==> src/rtl/bet_ledger.sv <==
// Bankroll ledger for one betting round: captures a wager, holds it in escrow,
// and settles it against the win lights with a saturating 8-bit bankroll.
module bet_ledger #(
    parameter logic [7:0] INIT_BALANCE = 8'd100,
    parameter logic [3:0] TIE_MULT     = 4'd8
) (
    input  logic       slow_clock,
    input  logic       resetb,
    input  logic       betenabled,
    input  logic       updatebalanceenable,
    input  logic       player_win,
    input  logic       dealer_win,
    input  logic [9:0] SW,
    output logic [7:0] balance,
    output logic [7:0] stake,
    output logic       bet_valid,
    output logic       broke
);

    typedef enum logic [2:0] {IDLE, BET_OPEN, LOCKED, SETTLE, BROKE} state_t;

    state_t      state_q;
    logic [7:0]  balance_q, stake_q, pend_amt_q;
    logic [1:0]  pend_side_q;
    logic        bet_valid_q, broke_q, pw_q, dw_q;

    logic        accept_d;
    logic [12:0] payout_d, sum_d;
    logic [7:0]  settled_d;

    function automatic logic [7:0] sat8(input logic [12:0] v);
        return (v > 13'd255) ? 8'd255 : v[7:0];
    endfunction

    // Side 01 = player, 10 = banker, 11 = tie; no lights at all voids the hand.
    function automatic logic [12:0] calc_payout(input logic held, input logic [1:0] side,
                                                input logic [7:0] amt, input logic pw,
                                                input logic dw);
        logic [12:0] s;
        s = {5'd0, amt};
        if (!held) return 13'd0;
        if (!pw && !dw) return s;
        case (side)
            2'b11:   return (pw && dw) ? s * ({9'd0, TIE_MULT} + 13'd1) : 13'd0;
            2'b01:   return (pw && dw) ? s : (pw ? (s << 1) : 13'd0);
            2'b10:   return (pw && dw) ? s : (dw ? (s << 1) : 13'd0);
            default: return 13'd0;
        endcase
    endfunction

    always_comb begin
        accept_d  = (pend_amt_q != 8'd0) && (pend_side_q != 2'b00) && (pend_amt_q <= balance_q);
        payout_d  = calc_payout(bet_valid_q, pend_side_q, stake_q, pw_q, dw_q);
        sum_d     = {5'd0, balance_q} + payout_d;
        settled_d = sat8(sum_d);
    end

    always_ff @(posedge slow_clock) begin
        if (resetb) begin
            state_q     <= IDLE;
            balance_q   <= INIT_BALANCE;
            stake_q     <= 8'd0;
            bet_valid_q <= 1'b0;
            broke_q     <= 1'b0;
            pend_amt_q  <= 8'd0;
            pend_side_q <= 2'b00;
            pw_q        <= 1'b0;
            dw_q        <= 1'b0;
        end else begin
            case (state_q)
                IDLE: begin
                    if (betenabled) begin
                        state_q     <= BET_OPEN;
                        pend_amt_q  <= 8'd0;
                        pend_side_q <= 2'b00;
                    end
                end
                BET_OPEN: begin
                    if (betenabled) begin
                        pend_amt_q  <= SW[7:0];
                        pend_side_q <= SW[9:8];
                    end else begin
                        // Lock uses the last captured bet; SW in this cycle is ignored.
                        state_q <= LOCKED;
                        if (accept_d) begin
                            balance_q   <= balance_q - pend_amt_q;
                            stake_q     <= pend_amt_q;
                            bet_valid_q <= 1'b1;
                        end else begin
                            stake_q     <= 8'd0;
                            bet_valid_q <= 1'b0;
                        end
                    end
                end
                LOCKED: begin
                    if (updatebalanceenable) begin
                        state_q <= SETTLE;
                        pw_q    <= player_win;
                        dw_q    <= dealer_win;
                    end
                end
                SETTLE: begin
                    balance_q   <= settled_d;
                    stake_q     <= 8'd0;
                    bet_valid_q <= 1'b0;
                    if (settled_d == 8'd0) begin
                        state_q <= BROKE;
                        broke_q <= 1'b1;
                    end else begin
                        state_q <= IDLE;
                    end
                end
                BROKE:   state_q <= BROKE;
                default: state_q <= IDLE;
            endcase
        end
    end

    assign balance   = balance_q;
    assign stake     = stake_q;
    assign bet_valid = bet_valid_q;
    assign broke     = broke_q;

endmodule
==> config.mk <==
export PLATFORM = sky130hd
export DESIGN_NAME = bet_ledger
export DESIGN_NICKNAME = d
export VERILOG_FILES = /design/src/rtl/bet_ledger.sv
export SDC_FILE = /design/constraint.sdc
export NUM_CORES = 1
export LEC_CHECK = 0
export BUFFER_PORTS_ARGS = -buffer_cell sky130_fd_sc_hd__buf_2
export CORE_MARGIN = 2
export CORE_UTILIZATION = 55
export DETAILED_ROUTE_END_ITERATION = 7
export HOLD_SLACK_MARGIN = 0.05
export PLACE_DENSITY = 0.84
export SYNTH_ARGS = -nofsm -noshare
export SYNTH_HDL_FRONTEND = slang
export SYNTH_SLANG_ARGS = --single-unit
==> constraint.sdc <==
create_clock -name slow_clock -period 4.5 [get_ports slow_clock]
set_clock_uncertainty 0.05 [all_clocks]
set_input_delay 0.225 -clock slow_clock [delete_from_list [all_inputs] [get_ports slow_clock]]
set_output_delay 0.225 -clock slow_clock [all_outputs]
set_load 0.02 [all_outputs]
Word level (Yosys, flattened, before mapping)
Cells that the tools add are included.
{"block": "op_classes", "n_eq_ne": 12, "n_reduce_logical": 18, "n_lt_le_gt_ge": 2, "mux": 33, "multipliers": 1, "addsub": 2}
{"op": "$mux W8", "count": 7}
{"op": "$mux W13", "count": 4}
{"op": "$pmux W8 S2", "count": 3}
{"op": "$mux W9", "count": 4}
{"op": "$pmux W12 S3", "count": 1}
{"op": "$pmux W3 S5", "count": 1}
{"op": "$add A8 B13 Y13", "count": 1}
{"op": "$gt A13 B8 Y1 const B", "count": 1}
{"op": "$mul A8 B4 Y12 const B", "count": 1}
{"op": "$mux W12", "count": 1}
{"op": "$mux W3", "count": 4}
{"op": "$ne A2 B2 Y1 const B", "count": 5}
{"op": "$reduce_and A3 Y1", "count": 3}
{"op": "$le A8 B8 Y1", "count": 1}
{"op": "$logic_not A8 Y1", "count": 1}
{"op": "$reduce_bool A8 Y1", "count": 1}
{"op": "$sub A8 B8 Y8", "count": 1}
{"op": "$eq A3 B2 Y1 const B", "count": 2}
{"op": "$reduce_and A2 Y1", "count": 3}
{"op": "$reduce_bool A2 Y1", "count": 3}
{"op": "$eq A2 B2 Y1 const B", "count": 2}
{"op": "$logic_and A1 B1 Y1", "count": 4}
{"op": "$mux W1", "count": 4}
{"op": "$mux W2", "count": 2}
{"op": "other kinds (7)", "count": 8}
{"block": "totals", "reg_bits": 33, "in_bits": 16, "out_inout_bits": 18}

Depth between registers and ports, before layout
{"block": "logic_depth", "ltp_word": 12, "depth_mapped": 14, "depth_no_buf": 14}

Worst setup path before layout
OpenSTA, ideal clock, no wires.
{"block": "synth_path", "path_kind": "register -> register", "start": "register stake_q[4], in the netlist stake[4]", "end": "register broke_q, in the netlist broke", "arrival_ns": 3.596, "setup_time_ns": 0.088, "setup_slack_ns": 0.766, "synth_period_minus_slack_ns": 3.734, "path_stages_with_launch": 13, "t_required_ns": 4.362, "path_cell_list": "dfxtp_1 -> ha_1 -> ha_1 -> fa_1 -> xor2_1 -> a222oi_1 -> nor2_1 -> ha_1 -> or3_1 -> and4bb_1 -> mux2i_1 -> or4_4 -> o32ai_2"}
{"block": "synth_between", "elab_chain_cells": 10, "elab_cells_between_ends": 15, "classes_between": "1 x add/sub; 1 x mul; 1 x order compare; 10 x mux; 2 x reduce/logical"}
{"element": "from (decl)", "line_no": "23", "source": "logic [7:0] balance_q, stake_q, pend_amt_q;"}
{"element": "from (signal assigned)", "line_no": "87", "source": "stake_q <= pend_amt_q;"}
{"element": "$mul A8 B4 Y12, or another cell as far along", "line_no": "44", "source": "2'b11: return (pw && dw) ? s * ({9'd0, TIE_MULT} + 13'd1) : 13'd0;"}
{"element": "$mux W12, or another cell as far along", "line_no": "44"}
{"element": "$pmux W12 S3", "line_no": "43", "source": "case (side)"}
{"element": "$mux W13 (*)", "line_no": "43"}
{"element": "$mux W13 (*)", "line_no": "42", "source": "if (!pw && !dw) return s;"}
{"element": "$add A8 B13 Y13 (*)", "line_no": "54", "source": "sum_d = {5'd0, balance_q} + payout_d;"}
{"element": "$gt A13 B8 Y1", "line_no": "32", "source": "return (v > 13'd255) ? 8'd255 : v[7:0];"}
{"element": "$mux W8 (*)", "line_no": "32"}
{"element": "$logic_not A8 Y1 (*)", "line_no": "106", "source": "if (settled_d == 8'd0) begin"}
{"element": "$reduce_and A2 Y1 (no line) (*)"}
{"element": "to (signal assigned)", "line_no": "64", "source": "broke_q <= 1'b0;"}
{"element": "to (signal assigned)", "line_no": "108", "source": "broke_q <= 1'b1;"}
{"element": "to (decl)", "line_no": "25", "source": "logic bet_valid_q, broke_q, pw_q, dw_q;"}
Every way passes the cells marked *; elsewhere a longest branch is shown, timed or not.
A chain may end at the register's enable or synchronous reset.

Worst setup path after layout
Same ends and word-level chain as after synthesis.

==> metrics.md <==
| Metric | Value |
|---|---|
| Setup bufs post-CTS | 0 |
| Max_cap viols | 0 |
| Post-DP Area | 0.00278 mm² |
| Post-synthesis compound-gate area fraction | 22.2% |
| DR pass1 iterations | 6 |
| Initial antenna violation count | 0 |
| Io pins | 34 |
| Via count | 2517 |
| Relative slew slack | 43.1% |
| Predominant post-synthesis flop cell | dfxtp_1 |
| Max IR drop VDD | 0.000199 V |
| Critical path start-end classification | reg2reg |
| Required time worst endpoint | 4.65 ns |
| Fin. max-slew vios | 0 |
| DRC Markers | 0 |
| Post-synth net total | 366 |
| Area Growth Syn to Fin | 11.1% |
| Synth unique cells | 54 |
| Pin count of the biggest net entering global routing | 37 |
| Mean Syn Cell Area | 8.11 µm² |
| Final hold violation count | 0 |
| Post-cts gate resize count | 0 |
| Hold WC Path Type | in2reg |
| CTS clk-pin slew, worst paths | 0.07 ns |
| Non-Filler Instances | 404 |
| Main combinational cell family by area after synthesis | simple AND/OR/NAND/NOR gates |
| CP arrival | 4.01 ns |
| RSZ-0062 raised after global routing | false |
| Finished layout cell area | 0.00289 mm² |
| Number of core rows | 25 |
| Top cell type's share of synthesized area | 25.4% |
| Area contributors post-synth | dfxtp_1 (25%), ha_1 (13%), nor2_1 (4.8%), a21oi_1 (4.6%), nand2_1 (4.2%) |
| EDFF count, synth | 0 |
| Vias in the first global route | 2260 |
| Mapped Cells | 321 |
| Finished Core Util | 62.5% |
| Setup TNS | 0 ns |
| Fmax | 259 MHz |
| Global-route wire length before repair | 10.4 mm |
| H-tree depth | 2 |
| Final Wtd Congestion | 0.907 |
| Pre-CTS WS | 0.683 ns |
| Chip height | 72.8 µm |
| Leading area contributor after synthesis | dfxtp_1 |
| PD cells | 226 mW/mm² |
| Final hold slack | 0.121 ns |
| Xor/xnor cell area share of the yosys netlist | 5.05% |
| Core area | 0.00463 mm² |
| DR WL/cell | 16.2 µm |
| Simple-Gate Fraction of Synth Area | 23.7% |
| Largest fanout on the critical path | 6 |
| Buffers on Ports | 33 |
| Total wire length | 6.54 mm |
| PnR worst setup slack | 0.641 ns |
| HPWL after detailed placement | 5.05 mm |
| Adder-Cell Fraction of Synth Area | 14.8% |
| Post-Syn Area | 0.00260 mm² |
| Grt ovf | 0 |
| Fill cells | 412 |
| Endpoint type of the worst setup path | flip-flop |
| Worst-Margin Slew | 0.847 ns |
| Total power | 0.653 mW |
| Mux contribution to synthesized area | 3.99% |
| Period utilization | 85.8% |
| DRT iter0 DRCs | 201 |
| Die W | 72.8 µm |
| Post-synthesis sequential area ratio | 25.4% |
| CTS tree | done |
| Final setup fails | 0 |
| Initial Util | 56.2% |
| Leakage dissipation | 1.17 nW |
| Share of cells above drive strength 1 | 15.1% |
| #FFs+latches synth | 33 |
| Dpl cells | 396 |
| Ys async rst share | 0% |
| Yosys warns | 0 |
| DRT antenna net count | 0 |
| CTS root buffer | clkbuf_8 |
| Min Tclk post-route | 3.86 ns |
| Clk Latency, worst-skew pair | 0.29 ns |
| Diode count | 0 |
| Clock sinks | 33 |
| All-Layer GR Usage | 25.0% |
| Status | finished, final reports clean |
| Clock Path Buffers | 2 |
| Final nets | 394 |
| Via density | 6.23 |
| Hold-fix buffers, CTS | 0 |
| Die area | 0.00530 mm² |
| Worst setup SP type | flip-flop |
| CTS Buf Count | 5 |
where the power goes:
part	internal (mW)	total (mW)	switching [mW]	leakage [nW]
registers	0.296	0.306	0.00941	0.267
logic	0.0231	0.0573	0.0342	0.842
clock network	0.180	0.290	0.109	0.0585
cells in the mapped netlist, types with 2 or more instances:
library cell,number
a31oi_1,3
clkbuf_1,7
nand3_1,16
o21a_1,2
a22oi_1,9
nor2b_1,5
nand2b_1,7
o21bai_1,2
nor2_1,33
nand2_1,29
and3_1,2
a222oi_1,4
nor3_1,8
ha_1,26
xnor2_1,10
a21o_1,4
inv_1,18
o21ai_0,9
buf_2,3
a211oi_1,4
a21oi_1,24
or2_2,2
xor2_1,5
nor4_1,3
nor3b_1,2
nand4_1,3
o32ai_2,2
mux2_2,3
and2_1,3
dfxtp_1,33
a221oi_1,3
mux2i_1,7
o31ai_1,3
o22ai_1,4
or3_1,2
fa_1,3
path summary, 6_finish.rpt:
| check | start | endpoint | slack (ns) | depth (start not counted) |
|---|---|---|---|---|
| worst min-delay path | dealer_win | dw_q | 0.12 | 3 |
| worst max-delay path | stake[4] | broke | 0.64 | 12 |
| worst max register to register | stake[4] | broke | 0.64 | 12 |
| worst min register to register | broke | broke | 0.44 | 2 |
per-layer routing:
| layer | vias to the layer above | global-route usage [%] | wire [µm] |
|---|---|---|---|
| met5 | - | 0 | 0 |
| met4 | 0 | 11.5 | 203 |
| met3 | 16 | 3.18 | 406 |
| met2 | 93 | 41.7 | 3060 |
| met1 | 1181 | 32.0 | 2870 |
| li1 | 1227 | - | - |
cell families (layout without fill, tap and decap cells):
kind of cell,after synthesis,after routing
flip-flops,33,33
buffers and inverters,30,59
adder cells (fa/ha/maj),29,29
multiplexers,10,10
AND/OR/NAND/NOR,123,123
AO/OA/AOI/OAI,81,81
XOR/XNOR,15,15
placed cells by master, fill, tap and decap left out, types with 4 or more instances in the layout:
| cell type | instances |
|---|---|
| a211oi_1 | 4 |
| a21o_1 | 4 |
| a21oi_1 | 24 |
| a222oi_1 | 4 |
| a22oi_1 | 9 |
| buf_2 | 33 |
| clkbuf_8 | 6 |
| dfxtp_1 | 33 |
| ha_1 | 26 |
| inv_1 | 18 |
| mux2i_1 | 7 |
| nand2_1 | 29 |
| nand2b_1 | 7 |
| nand3_1 | 16 |
| nor2_1 | 33 |
| nor2b_1 | 5 |
| nor3_1 | 8 |
| o21ai_0 | 9 |
| o22ai_1 | 4 |
| xnor2_1 | 10 |
| xor2_1 | 5 |
flip-flops by register name (all words and copies together) (netlist names), 2 cells and up:
name         count
pend_side_q      2
pend_amt_q       8
balance          8
state_q          3
stake            8
worst max-delay path: stages (launching register included):
cell	delay, ns
dfxtp_1	0.42
ha_1	0.27
ha_1	0.23
fa_1	0.40
xor2_1	0.18
a222oi_1	0.32
nor2_1	0.08
ha_1	0.25
or3_1	0.36
and4bb_1	0.27
mux2i_1	0.12
or4_4	0.57
o32ai_2	0.25
final cells by class:
| class | count | area, µm² | share of cell area (%) |
|---|---|---|---|
| timing repair buffer | 33 | 165 | 5.71 |
| clock buffer | 7 | 86.3 | 2.99 |
| inverter | 18 | 67.6 | 2.34 |
| sequential | 33 | 661 | 22.8 |
| multi-input combinational | 258 | 1810 | 62.7 |
| tap | 54 | 67.6 | 2.34 |
| clock inverter | 1 | 30.0 | 1.04 |
(Power assumes the default switching activity.)
